### src/rtl/det_sched_pkg.sv
// rtl/det_sched_pkg.sv - shared state encoding and sizing for the frame scheduler
package det_sched_pkg;

    localparam int NREQ = 4;

    typedef enum logic [2:0] {
        ST_IDLE   = 3'd0,
        ST_CLEAR  = 3'd1,
        ST_STREAM = 3'd2,
        ST_DRAIN  = 3'd3,
        ST_DONE   = 3'd4
    } state_t;

    // A zero-length request still streams one bit.
    function automatic logic [3:0] eff_len(input logic [3:0] l);
        return (l == 4'd0) ? 4'd1 : l;
    endfunction

endpackage

### src/rtl/rr_arb4.sv
// rtl/rr_arb4.sv - four-way round-robin pick starting after the last winner
module rr_arb4 (
    input  logic [3:0] req,
    input  logic [1:0] last_granted,
    output logic [3:0] gnt,
    output logic [1:0] idx
);

    logic [1:0] k;
    logic       found;

    always_comb begin
        gnt   = 4'd0;
        idx   = 2'd0;
        k     = 2'd0;
        found = 1'b0;
        // i == 4 wraps back to last_granted itself, searched last.
        for (int i = 1; i <= 4; i++) begin
            k = last_granted + 2'(i);
            if (!found && req[k]) begin
                found  = 1'b1;
                idx    = k;
                gnt[k] = 1'b1;
            end
        end
    end

endmodule

### src/rtl/det_sched.sv
// rtl/det_sched.sv - time-shares one serial detector among four frame requesters
module det_sched #(
    parameter int NREQ = det_sched_pkg::NREQ
) (
    input  logic            clk,
    input  logic            rst,
    input  logic [NREQ-1:0] req,
    input  logic [3:0]      frame_len,
    input  logic [NREQ-1:0] bit_in,
    output logic [NREQ-1:0] gnt,
    output logic            stream,
    output logic            det_rst,
    output logic            det_x,
    input  logic            det_y,
    output logic            done,
    output logic [1:0]      done_id,
    output logic [3:0]      hit_cnt,
    output logic            busy
);

    import det_sched_pkg::*;

    state_t     state;
    state_t     state_nxt;
    logic [3:0] arb_gnt;
    logic [1:0] arb_idx;
    logic [1:0] last_granted;
    logic [1:0] cur_id;
    logic [3:0] len;
    logic [3:0] scnt;
    logic [3:0] hits;

    rr_arb4 u_arb (
        .req          (req),
        .last_granted (last_granted),
        .gnt          (arb_gnt),
        .idx          (arb_idx)
    );

    always_ff @(posedge clk) begin
        if (rst) state <= ST_IDLE;
        else     state <= state_nxt;
    end

    always_comb begin
        state_nxt = state;
        case (state)
            ST_IDLE:   if (|req) state_nxt = ST_CLEAR;
            ST_CLEAR:  state_nxt = ST_STREAM;
            ST_STREAM: if (scnt == len) state_nxt = ST_DRAIN;
            ST_DRAIN:  state_nxt = ST_DONE;
            ST_DONE:   state_nxt = ST_IDLE;
            default:   state_nxt = ST_IDLE;
        endcase
    end

    always_comb begin
        stream  = (state == ST_STREAM);
        det_rst = (state == ST_CLEAR);
        done    = (state == ST_DONE);
        busy    = (state != ST_IDLE);
        det_x   = (state == ST_STREAM) ? bit_in[cur_id] : 1'b0;
    end

    // DRAIN sees det_y for the last streamed bit, so the result is folded in there.
    always_ff @(posedge clk) begin
        if (rst) begin
            gnt          <= '0;
            last_granted <= 2'd3;
            cur_id       <= 2'd0;
            len          <= 4'd0;
            scnt         <= 4'd0;
            hits         <= 4'd0;
            done_id      <= 2'd0;
            hit_cnt      <= 4'd0;
        end else begin
            case (state)
                ST_IDLE: begin
                    if (|req) begin
                        gnt          <= arb_gnt;
                        cur_id       <= arb_idx;
                        last_granted <= arb_idx;
                        len          <= eff_len(frame_len);
                    end
                end
                ST_CLEAR: begin
                    scnt <= 4'd1;
                    hits <= 4'd0;
                end
                ST_STREAM: begin
                    scnt <= scnt + 4'd1;
                    if (det_y) hits <= hits + 4'd1;
                end
                ST_DRAIN: begin
                    done_id <= cur_id;
                    hit_cnt <= hits + {3'd0, det_y};
                end
                ST_DONE: gnt <= '0;
                default: ;
            endcase
        end
    end

endmodule
### config.mk
export PLATFORM = sky130hd
export DESIGN_NAME = det_sched
export DESIGN_NICKNAME = d
export VERILOG_FILES = /design/src/rtl/det_sched_pkg.sv /design/src/rtl/rr_arb4.sv /design/src/rtl/det_sched.sv
export SDC_FILE = /design/constraint.sdc
export NUM_CORES = 1
export LEC_CHECK = 0
export ABC_AREA = 1
export CAP_MARGIN = 10
export CELL_PAD_IN_SITES_DETAIL_PLACEMENT = 1
export CELL_PAD_IN_SITES_GLOBAL_PLACEMENT = 1
export CORE_MARGIN = 4
export CORE_UTILIZATION = 41
export DETAILED_ROUTE_END_ITERATION = 8
export GPL_ROUTABILITY_DRIVEN = 0
export PLACE_DENSITY_LB_ADDON = 0.1
export SETUP_SLACK_MARGIN = 0.05
export SKIP_CTS_REPAIR_TIMING = 1
export SLEW_MARGIN = 25
export SYNTH_ARGS = -nofsm -noshare
export SYNTH_HDL_FRONTEND = slang
export SYNTH_SLANG_ARGS = --single-unit
### constraint.sdc
create_clock -name clk -period 3.4 [get_ports clk]
set_input_delay 0.85 -clock clk [delete_from_list [all_inputs] [get_ports clk]]
set_output_delay 0.85 -clock clk [all_outputs]
set_load 0.01 [all_outputs]
# [After elaboration in Yosys (flattened, before gate mapping)]
# Index checks and enable logic that the tools add are counted.
[classes] mux=39 n_eq_ne=8 reduce_logical=20 order_cmp=9 n_bitwise=3 add_sub_neg=6
[ops] operator="4-bit 2-to-1 mux" count=7
[ops] operator="4-bit one-hot mux with 2 select lines" count=3
[ops] operator="2-bit by 3-bit < comparator with 1-bit output, second input constant" count=5
[ops] operator="1-bit 2-to-1 mux" count=13
[ops] operator="4-bit OR" count=3
[ops] operator="3-bit one-hot mux with 4 select lines" count=1
[ops] operator="1-bit binary-select mux with 2-bit select" count=5
[ops] operator="4-bit by 1-bit adder with 4-bit output, second input constant" count=2
[ops] operator="1-bit demux with 2-bit select" count=4
[ops] operator="2-bit by 1-bit greater-or-equal comparator with 1-bit output, second input constant" count=4
[ops] operator="2-bit 2-to-1 mux" count=4
[ops] operator="2-bit AND reduction" count=4
[ops] operator="1-bit logical AND" count=7
[ops] operator="3-bit by 2-bit equality test with 1-bit output, second input constant" count=2
[ops] operator="3-bit 2-to-1 mux" count=2
[ops] operator="2-bit adder, second input constant" count=2
[ops] operator="4-bit by 1-bit adder with 4-bit output" count=1
[ops] operator="4-bit equality test" count=1
[ops] operator="4-bit zero test" count=1
[ops] operator="2-bit by 1-bit != test with 1-bit output, second input constant" count=2
[ops] operator="2-bit nonzero test" count=2
[ops] operator="4-bit OR reduction" count=1
[ops] operator="3-bit by 1-bit equality test with 1-bit output, second input constant" count=1
[ops] operator="3-bit equality test, second input constant" count=1
[ops] operator="5 further kinds" count=7
[totals] inputBits=15 ff_bits=29

# [Longest topological paths before layout]
# Gate-level depths: netlist of run 1.
[depth] ltp_word=15 depth_mapped=11 ltp_nobuf=11

# [By module]
# From an unflattened synthesis of run 1, not the netlist that was laid out.
[unflattened] cells_unflattened=272 hier_area_um2=1844.3
[modules_own_cells] mod="det_sched" cells_each=197 area_each_um2=1370.1 instances=1
[modules_own_cells] mod="rr_arb4" cells_each=75 area_each_um2=474.2 instances=1

# [Worst setup path after synthesis of run 1]
# OpenSTA, ideal clock, no wires.
[synth_path] path_type="input port to output port" from="input bit_in[0]" to="output det_x" t_arrival_ns=1.243 required_ns=2.550 cell_stages=4 setup_slack_ns=1.307 cell_sequence="nor2_1 nor2_1 o21ai_0 a21oi_1"
[synth_via] elab_chain_cells=3
[synth_lines] element="start: declaration" line_no="det_sched.sv:9" text="input logic [NREQ-1:0] bit_in,"
[synth_lines] element="1-bit binary-select mux with 2-bit select" line_no="det_sched.sv:62" text="det_x = (state == ST_STREAM) ? bit_in[cur_id] : 1'b0;"
[synth_lines] element="1-bit 2-to-1 mux (not written as such)" line_no="det_sched.sv:62"
[synth_lines] element="1-bit 2-to-1 mux" line_no="det_sched.sv:62"
[synth_lines] element="end: declaration" line_no="det_sched.sv:13" text="output logic det_x,"
# Every way passes these cells. The select of a mux whose other input is x is not followed.

# [Final worst setup path of run 1]
# Ends and elaborated chain as after synthesis.

==> results.py, run 1 <==
metrics = {
    "outcome": {
        "outcome": "completed",
    },
    "detailed_routing": {
        "dr_total_vias": 1668,
        "drc": 0,
        "avgViaCountPerCell": 5.13,
        "drt-pass1-iter-count": 4,
        "drtIter0Drc": 56,
        "ant_nets": 0,
        "wl_um": 4580,
        "avgRoutedWirePerCell_um": 14.1,
    },
    "min_path": {
        "hold_path.class": "reg2reg",
    },
    "timing": {
        "skew_ns": 0.00516,
        "hold_ws_ns": 0.480,
        "rsz0062_at_grt": "false",
        "setup_violations": 0,
        "slew_headroom_pct": 61.8,
        "fmax_mhz": 330,
        "finalHoldViolations": 0,
        "setup_tns_ns": 0,
        "worstMarginPinSlew_ns": 0.572,
        "fin_crit_sh_pct": 89.2,
        "slew_viol_final": 0,
        "finalCriticalPeriod_ns": 3.03,
    },
    "cells_and_area": {
        "drive_gt1_share_pct": 16.0,
        "antenna_cells": 0,
        "finalNonFillerCells": 325,
        "area_growth_pct": 25.7,
        "seq_area_um2": 581,
        "multi_input_area_um2": 1080,
        "fillers": 529,
        "nets": 301,
    },
    "power": {
        "pwr_density_cell_nw_per_um2": 700,
        "combPwrFrac_pct": 46.2,
        "seqPwrFrac_pct": 30.0,
        "switching_share_pct": 41.5,
        "power_frac_clock_pct": 23.8,
        "cellLeakagePower_nw": 0.954,
        "ir_drop_uv": 432,
        "power_switching_w": 0.000647,
        "power_w": 0.00156,
        "p_int_w": 0.000912,
    },
    "die": {
        "ios": 30,
        "start_util_pct": 43.4,
        "core_um2": 4090,
        "die_x_um": 73.8,
        "fp.dieH_um": 73.8,
        "rows": 23,
        "die_area_um2": 5440,
    },
    "job": {
        "cap_violations": 0,
    },
    "synth": {
        "yosysWarnings": 0,
        "yosys-top-cells-area": "dfxtp_1 33%, nand2_1 9.3%, ha_1 8.5%",
        "ys_seq_area_share_pct": 32.7,
        "syn_avg_cell_area_um2": 7.39,
        "synth_cell_types": 31,
        "synthCells": 240,
        "ys_seq_elements": 29,
        "synth_largest_area_cell": "dfxtp_1",
        "synth.cell_area_um2": 1770,
        "syn-num-nets": 267,
        "synth_top_area_share_pct": 32.7,
    },
    "global_routing": {
        "grt_overflow": 0,
        "antenna_found_initial": 0,
        "grt_pass1_vias": 1720,
        "grt_max_degree": 16,
        "grt_use_total_pct": 18.9,
        "grt_first_pass_wirelength_um": 7910,
    },
    "cts": {
        "cts_sinks": 29,
        "numCtsBuffers": 5,
        "root_buffer": "clkbuf_8",
        "h-tree-depth": 2,
        "cts_buffer_depth": 2,
        "clkTransAtPathRegs_ns": 0.06,
        "tritoncts": "built",
        "clkLatencyLatePin_ns": 0.28,
    },
    "worst_setup_path": {
        "crit_fanout": 1,
        "path_class": "in2out",
        "cp-end-kind": "output port",
        "arrival_ns": 2.18,
        "cp.required_ns": 2.55,
        "cp-start-kind": "primary input",
    },
    "placed_design": {
        "port_buffers": 29,
        "dpl.hpwl_um": 3400,
        "dp.cells": 317,
    },
}
[layout make-up]
| cell class | count | area share (%) |
|---|---|---|
| inverter | 24 | 4.15 |
| clock buffer | 7 | 3.87 |
| sequential | 29 | 26.1 |
| timing repair buffer | 30 | 13.4 |
| multi-input combinational | 184 | 48.4 |
| tap | 50 | 2.81 |
| clock inverter | 1 | 1.35 |
[routing by layer]
| layer | share of wire, % | GRT usage, % |
|---|---|---|
| met4 | 0.52 | 4.83 |
| met3 | 5.0 | 4.51 |
| met2 | 44 | 31.0 |
| met5 | 0 | 0 |
| met1 | 50 | 24.7 |
[through the flow]
step	worst slack (ns)	utilization (%)	cell area, um^2
after floorplan	1.31	-	1770
after global placement	0.366	51.7	2110
after detailed placement	0.358	51.7	2110
after CTS	0.357	54.5	2230
after global routing	0.248	54.5	2230
final	0.366	54.5	2230
[critical path, cell delays in order]
cell	delay, ns
clkdlybuf4s50_1	0.45
nor2_1	0.04
nor2_1	0.07
o21ai_0	0.08
a21oi_1	0.15
clkdlybuf4s50_1	0.55
[cells in the mapped netlist]
cell,number
nor3_1,4
clkbuf_1,2
nand2_1,44
nand2_4,3
or2_2,1
o21ai_2,1
clkbuf_8,1
a21oi_1,17
a211oi_1,1
a21oi_2,6
inv_4,1
nor4_1,1
nand3_1,17
nand4_1,1
nor2_1,24
inv_1,20
nor2_2,3
and3_1,1
inv_2,3
o21ai_0,16
xor2_1,2
xnor2_1,5
a41oi_1,1
dfxtp_1,29
a21boi_0,4
nand3_2,2
nor2_4,3
o211ai_1,2
nand2_2,12
ha_1,12
nor3b_2,1
[kinds of logic after synthesis]
logic type | share of synthesized area, %
AND/OR/NAND/NOR | 32.7
AO/OA/AOI/OAI | 16.2
flip-flops | 32.7
buffers and inverters | 6.42
adder cells (fa/ha/maj) | 8.47
XOR/XNOR | 3.46
[layout by cell type, fill, tap and decap left out, types with 2 or more instances in the layout]
master / synthesis / routed
a21boi_0: 4 / 4
a21oi_1: 17 / 17
a21oi_2: 6 / 6
clkbuf_8: 1 / 6
clkdlybuf4s50_1: 0 / 29
dfxtp_1: 29 / 29
ha_1: 12 / 12
inv_1: 20 / 20
inv_2: 3 / 3
nand2_1: 44 / 44
nand2_2: 12 / 12
nand2_4: 3 / 3
nand3_1: 17 / 17
nand3_2: 2 / 2
nor2_1: 24 / 24
nor2_2: 3 / 3
nor2_4: 3 / 3
nor3_1: 4 / 4
o211ai_1: 2 / 2
o21ai_0: 16 / 16
xnor2_1: 5 / 5
xor2_1: 2 / 2
[path summary, 6_finish.rpt]
kind                                 from                      endpoint  slack, ns  cells past startpoint
max                             bit_in[0]                         det_x       0.37                      6
min                   gnt[3]$_SDFFE_PP0P_           gnt[3]$_SDFFE_PP0P_       0.48                      2
max reg2reg  last_granted[0]$_SDFFE_PP1P_  last_granted[0]$_SDFFE_PP1P_       1.15                     11
min reg2reg           gnt[3]$_SDFFE_PP0P_           gnt[3]$_SDFFE_PP0P_       0.48                      2
[power by group through the flow]
stage	sequential [W]	combinational, W	clock [W]
floorplan	0.000468	0.000521	0
global placement	0.000474	0.000705	0
detailed placement	0.000476	0.000715	0
global route	0.000481	0.000818	0.000393
CTS	0.000469	0.000726	0.000380
finish	0.000468	0.000720	0.000371
[flip-flops by register name, summed over array words and instances (netlist names)]
register and flops:
last_granted 2, len 4, hits 4, cur_id 2
gnt 4, hit_cnt 4, state 3, scnt 4
done_id 2
(Power assumes the default switching activity.)
==> inputs of run 2 (changes only) <==
ABC_AREA = not set   (was 1)
CORE_UTILIZATION = 51   (was 41)
DONT_BUFFER_PORTS = 1   (was not set)
==> run 2 against run 1 <==
Effect of this change: sequential share of layout area grew 5.2 points; via count shrank 9.1%; die area shrank 15%; non-clock buffer count shrank 28; clock power shrank 45%; global-route usage grew 2.1 points; design area shrank 17%; critical path type is now reg2reg.
==> results.py, run 2 <==
metrics = {
    "cells_and_area": {
        "area_growth_pct": 0.745,
        "nets": 232,
        "post-route-util_pct": 54.5,
        "mostFrequentLayoutCells": "29 x dfxtp_1, 26 x nor2_1, 17 x nand2_1",
        "fillers": 422,
        "drive_gt1_share_pct": 13.1,
        "mostFrequentLayoutCell": "dfxtp_1",
        "multi_input_area_um2": 1140,
        "seq_area_um2": 581,
        "antenna_cells": 0,
    },
    "synth": {
        "ys_seq_elements": 29,
        "synth-simple-area-share_pct": 23.9,
        "synth_top_area_share_pct": 31.4,
        "synth_mux_area_share_pct": 9.82,
        "ys_seq_area_share_pct": 31.4,
        "syn_avg_cell_area_um2": 8.75,
        "synth_compound_area_share_pct": 15.6,
        "synth_top_family_by_area": "simple AND/OR/NAND/NOR gates",
        "netlist_top_cells_count": "29 x dfxtp_1, 26 x nor2_1, 17 x nand2_1",
        "yosysWarnings": 0,
        "synthXorXnorAreaFrac_pct": 4.27,
        "synth_cell_types": 46,
        "yosysMostFrequentCell": "dfxtp_1",
        "yosys-top-cells-area": "dfxtp_1 31%, ha_1 8.1%, mux2i_1 6.0%",
        "synthAdderAreaFrac_pct": 8.13,
        "synth.cell_area_um2": 1850,
        "async_reset_ff_share_pct": 0,
        "synthCells": 211,
        "synth_edf_count": 0,
        "ys.flop_type": "dfxtp_1",
        "synth_largest_area_cell": "dfxtp_1",
        "syn-num-nets": 238,
    },
    "detailed_routing": {
        "avgViaCountPerCell": 6.02,
        "drt-pass1-iter-count": 4,
        "drc": 0,
        "dr_total_vias": 1516,
        "avgRoutedWirePerCell_um": 17.8,
        "ant_nets": 0,
        "wl_um": 4480,
        "drtIter0Drc": 87,
    },
    "die": {
        "fp.dieH_um": 68.2,
        "die_x_um": 68.2,
        "die_area_um2": 4650,
        "start_util_pct": 54.1,
        "ios": 30,
        "rows": 21,
        "core_um2": 3420,
    },
    "placed_design": {
        "port_buffers": 0,
        "dpl.hpwl_um": 3280,
        "post-place-ws_ns": 0.692,
    },
    "power": {
        "power_frac_clock_pct": 14.4,
        "cellLeakagePower_nw": 0.753,
        "pwr_density_cell_nw_per_um2": 754,
        "seqPwrFrac_pct": 36.1,
        "ir_drop_uv": 355,
        "power_switching_w": 0.000614,
        "combPwrFrac_pct": 49.5,
        "switching_share_pct": 43.8,
        "power_w": 0.00140,
        "p_int_w": 0.000788,
    },
    "timing": {
        "finalHoldViolations": 0,
        "hold_ws_ns": 0.477,
        "fmax_mhz": 358,
        "fin_crit_sh_pct": 82.1,
        "finalCriticalPeriod_ns": 2.79,
        "setup_ws_ns": 0.610,
        "setup_violations": 0,
        "rsz0062_at_grt": "false",
        "skew_ns": 0.00967,
        "worstMarginPinSlew_ns": 0.668,
        "setup_tns_ns": 0,
        "slew_viol_final": 0,
        "slew_headroom_pct": 54.2,
    },
    "cts": {
        "tritoncts": "built",
        "numCtsBuffers": 5,
        "cts_buffer_depth": 2,
        "clkTransAtPathRegs_ns": 0.10,
        "h-tree-depth": 2,
        "cts_sinks": 29,
        "root_buffer": "clkbuf_4",
        "clkLatencyLatePin_ns": 0.33,
    },
    "global_routing": {
        "grt_max_degree": 30,
        "grt_overflow": 0,
        "grt_first_pass_wirelength_um": 7220,
        "grt_pass1_vias": 1514,
        "grt_use_total_pct": 21.0,
        "antenna_found_initial": 0,
    },
    "worst_setup_path": {
        "path_class": "reg2reg",
        "cp-start-kind": "register",
        "r2r_slack_ns": 0.61,
        "cp-end-kind": "register",
        "cp.required_ns": 3.65,
        "crit_fanout": 12,
        "arrival_ns": 3.04,
    },
    "outcome": {
        "outcome": "completed",
    },
    "job": {
        "cap_violations": 0,
    },
    "min_path": {
        "hold_path.class": "reg2reg",
    },
}
==> run 2: changes by cell type after synthesis, sizes merged, moves of 8 or more <==
cell | previous run | this run
mux2i | 0 | 12
buf | 0 | 10
nand2 | 59 | 17
inv | 24 | 3
a31oi | 0 | 8
o21ai | 17 | 1
a21oi | 23 | 15
==> run 2: kinds of logic after synthesis <==
| group | Yosys count |
|---|---|
| AND/OR/NAND/NOR | 87 |
| buffers and inverters | 18 |
| multiplexers | 15 |
| XOR/XNOR | 9 |
| flip-flops | 29 |
| adder cells (fa/ha/maj) | 12 |
| AO/OA/AOI/OAI | 41 |
==> run 2: worst paths after layout <==
| check | to | startpoint | cells after the start |
|---|---|---|---|
| setup / recovery | gnt[0]$_SDFFE_PP0P_ | last_granted[1]$_SDFFE_PP1P_ | 7 |
| hold / removal | len[1]$_SDFFE_PP0P_ | len[1]$_SDFFE_PP0P_ | 2 |
| setup reg to reg | gnt[0]$_SDFFE_PP0P_ | last_granted[1]$_SDFFE_PP1P_ | 7 |
| hold reg to reg | len[1]$_SDFFE_PP0P_ | len[1]$_SDFFE_PP0P_ | 2 |
==> run 2: worst max-delay path, cell delays in order, from the launching register on <==
cell	delay [ns]
dfxtp_1	0.60
inv_1	0.30
ha_1	0.51
mux2i_1	0.13
mux2i_1	0.55
a31oi_1	0.08
a311o_2	0.39
a31oi_1	0.15
==> run 2: final cells by class <==
class | count | share of cell area, %
Timing Repair Buffer | 2 | 0.807
Sequential cell | 29 | 31.2
Tap cell | 46 | 3.09
Multi-Input combinational cell | 164 | 61.5
Clock inverter | 2 | 0.538
Clock buffer | 6 | 2.22
Inverter | 3 | 0.605
==> run 2: metal layers <==
layer  vias to the layer above  GRT usage, %  share of wire, %
met5                         -             0                 0
met4                         0          6.45              0.36
met3                         2          6.57               5.9
met2                        40          35.3                50
met1                       728          25.4                44
li1                        746             -                 -
==> run 2: power by group through the flow <==
stage | sequential, W | combinational, W | clock [W]
final | 0.000506 | 0.000694 | 0.000203
after global routing | 0.000517 | 0.000766 | 0.000226
after CTS | 0.000506 | 0.000690 | 0.000210
after detailed placement | 0.000514 | 0.000688 | 0
after global placement | 0.000507 | 0.000647 | 0
after floorplan | 0.000488 | 0.000607 | 0
==> run 2: through the flow <==
| stage | cell area [um^2] | std cells |
|---|---|---|
| 6_report | 1860 | 252 |
| 5_1_grt | 1860 | 252 |
| 4_1_cts | 1860 | 252 |
| 3_5_place_dp | 1810 | 244 |
| 3_3_place_gp | 1810 | 244 |
| 2_1_floorplan | 1850 | 211 |
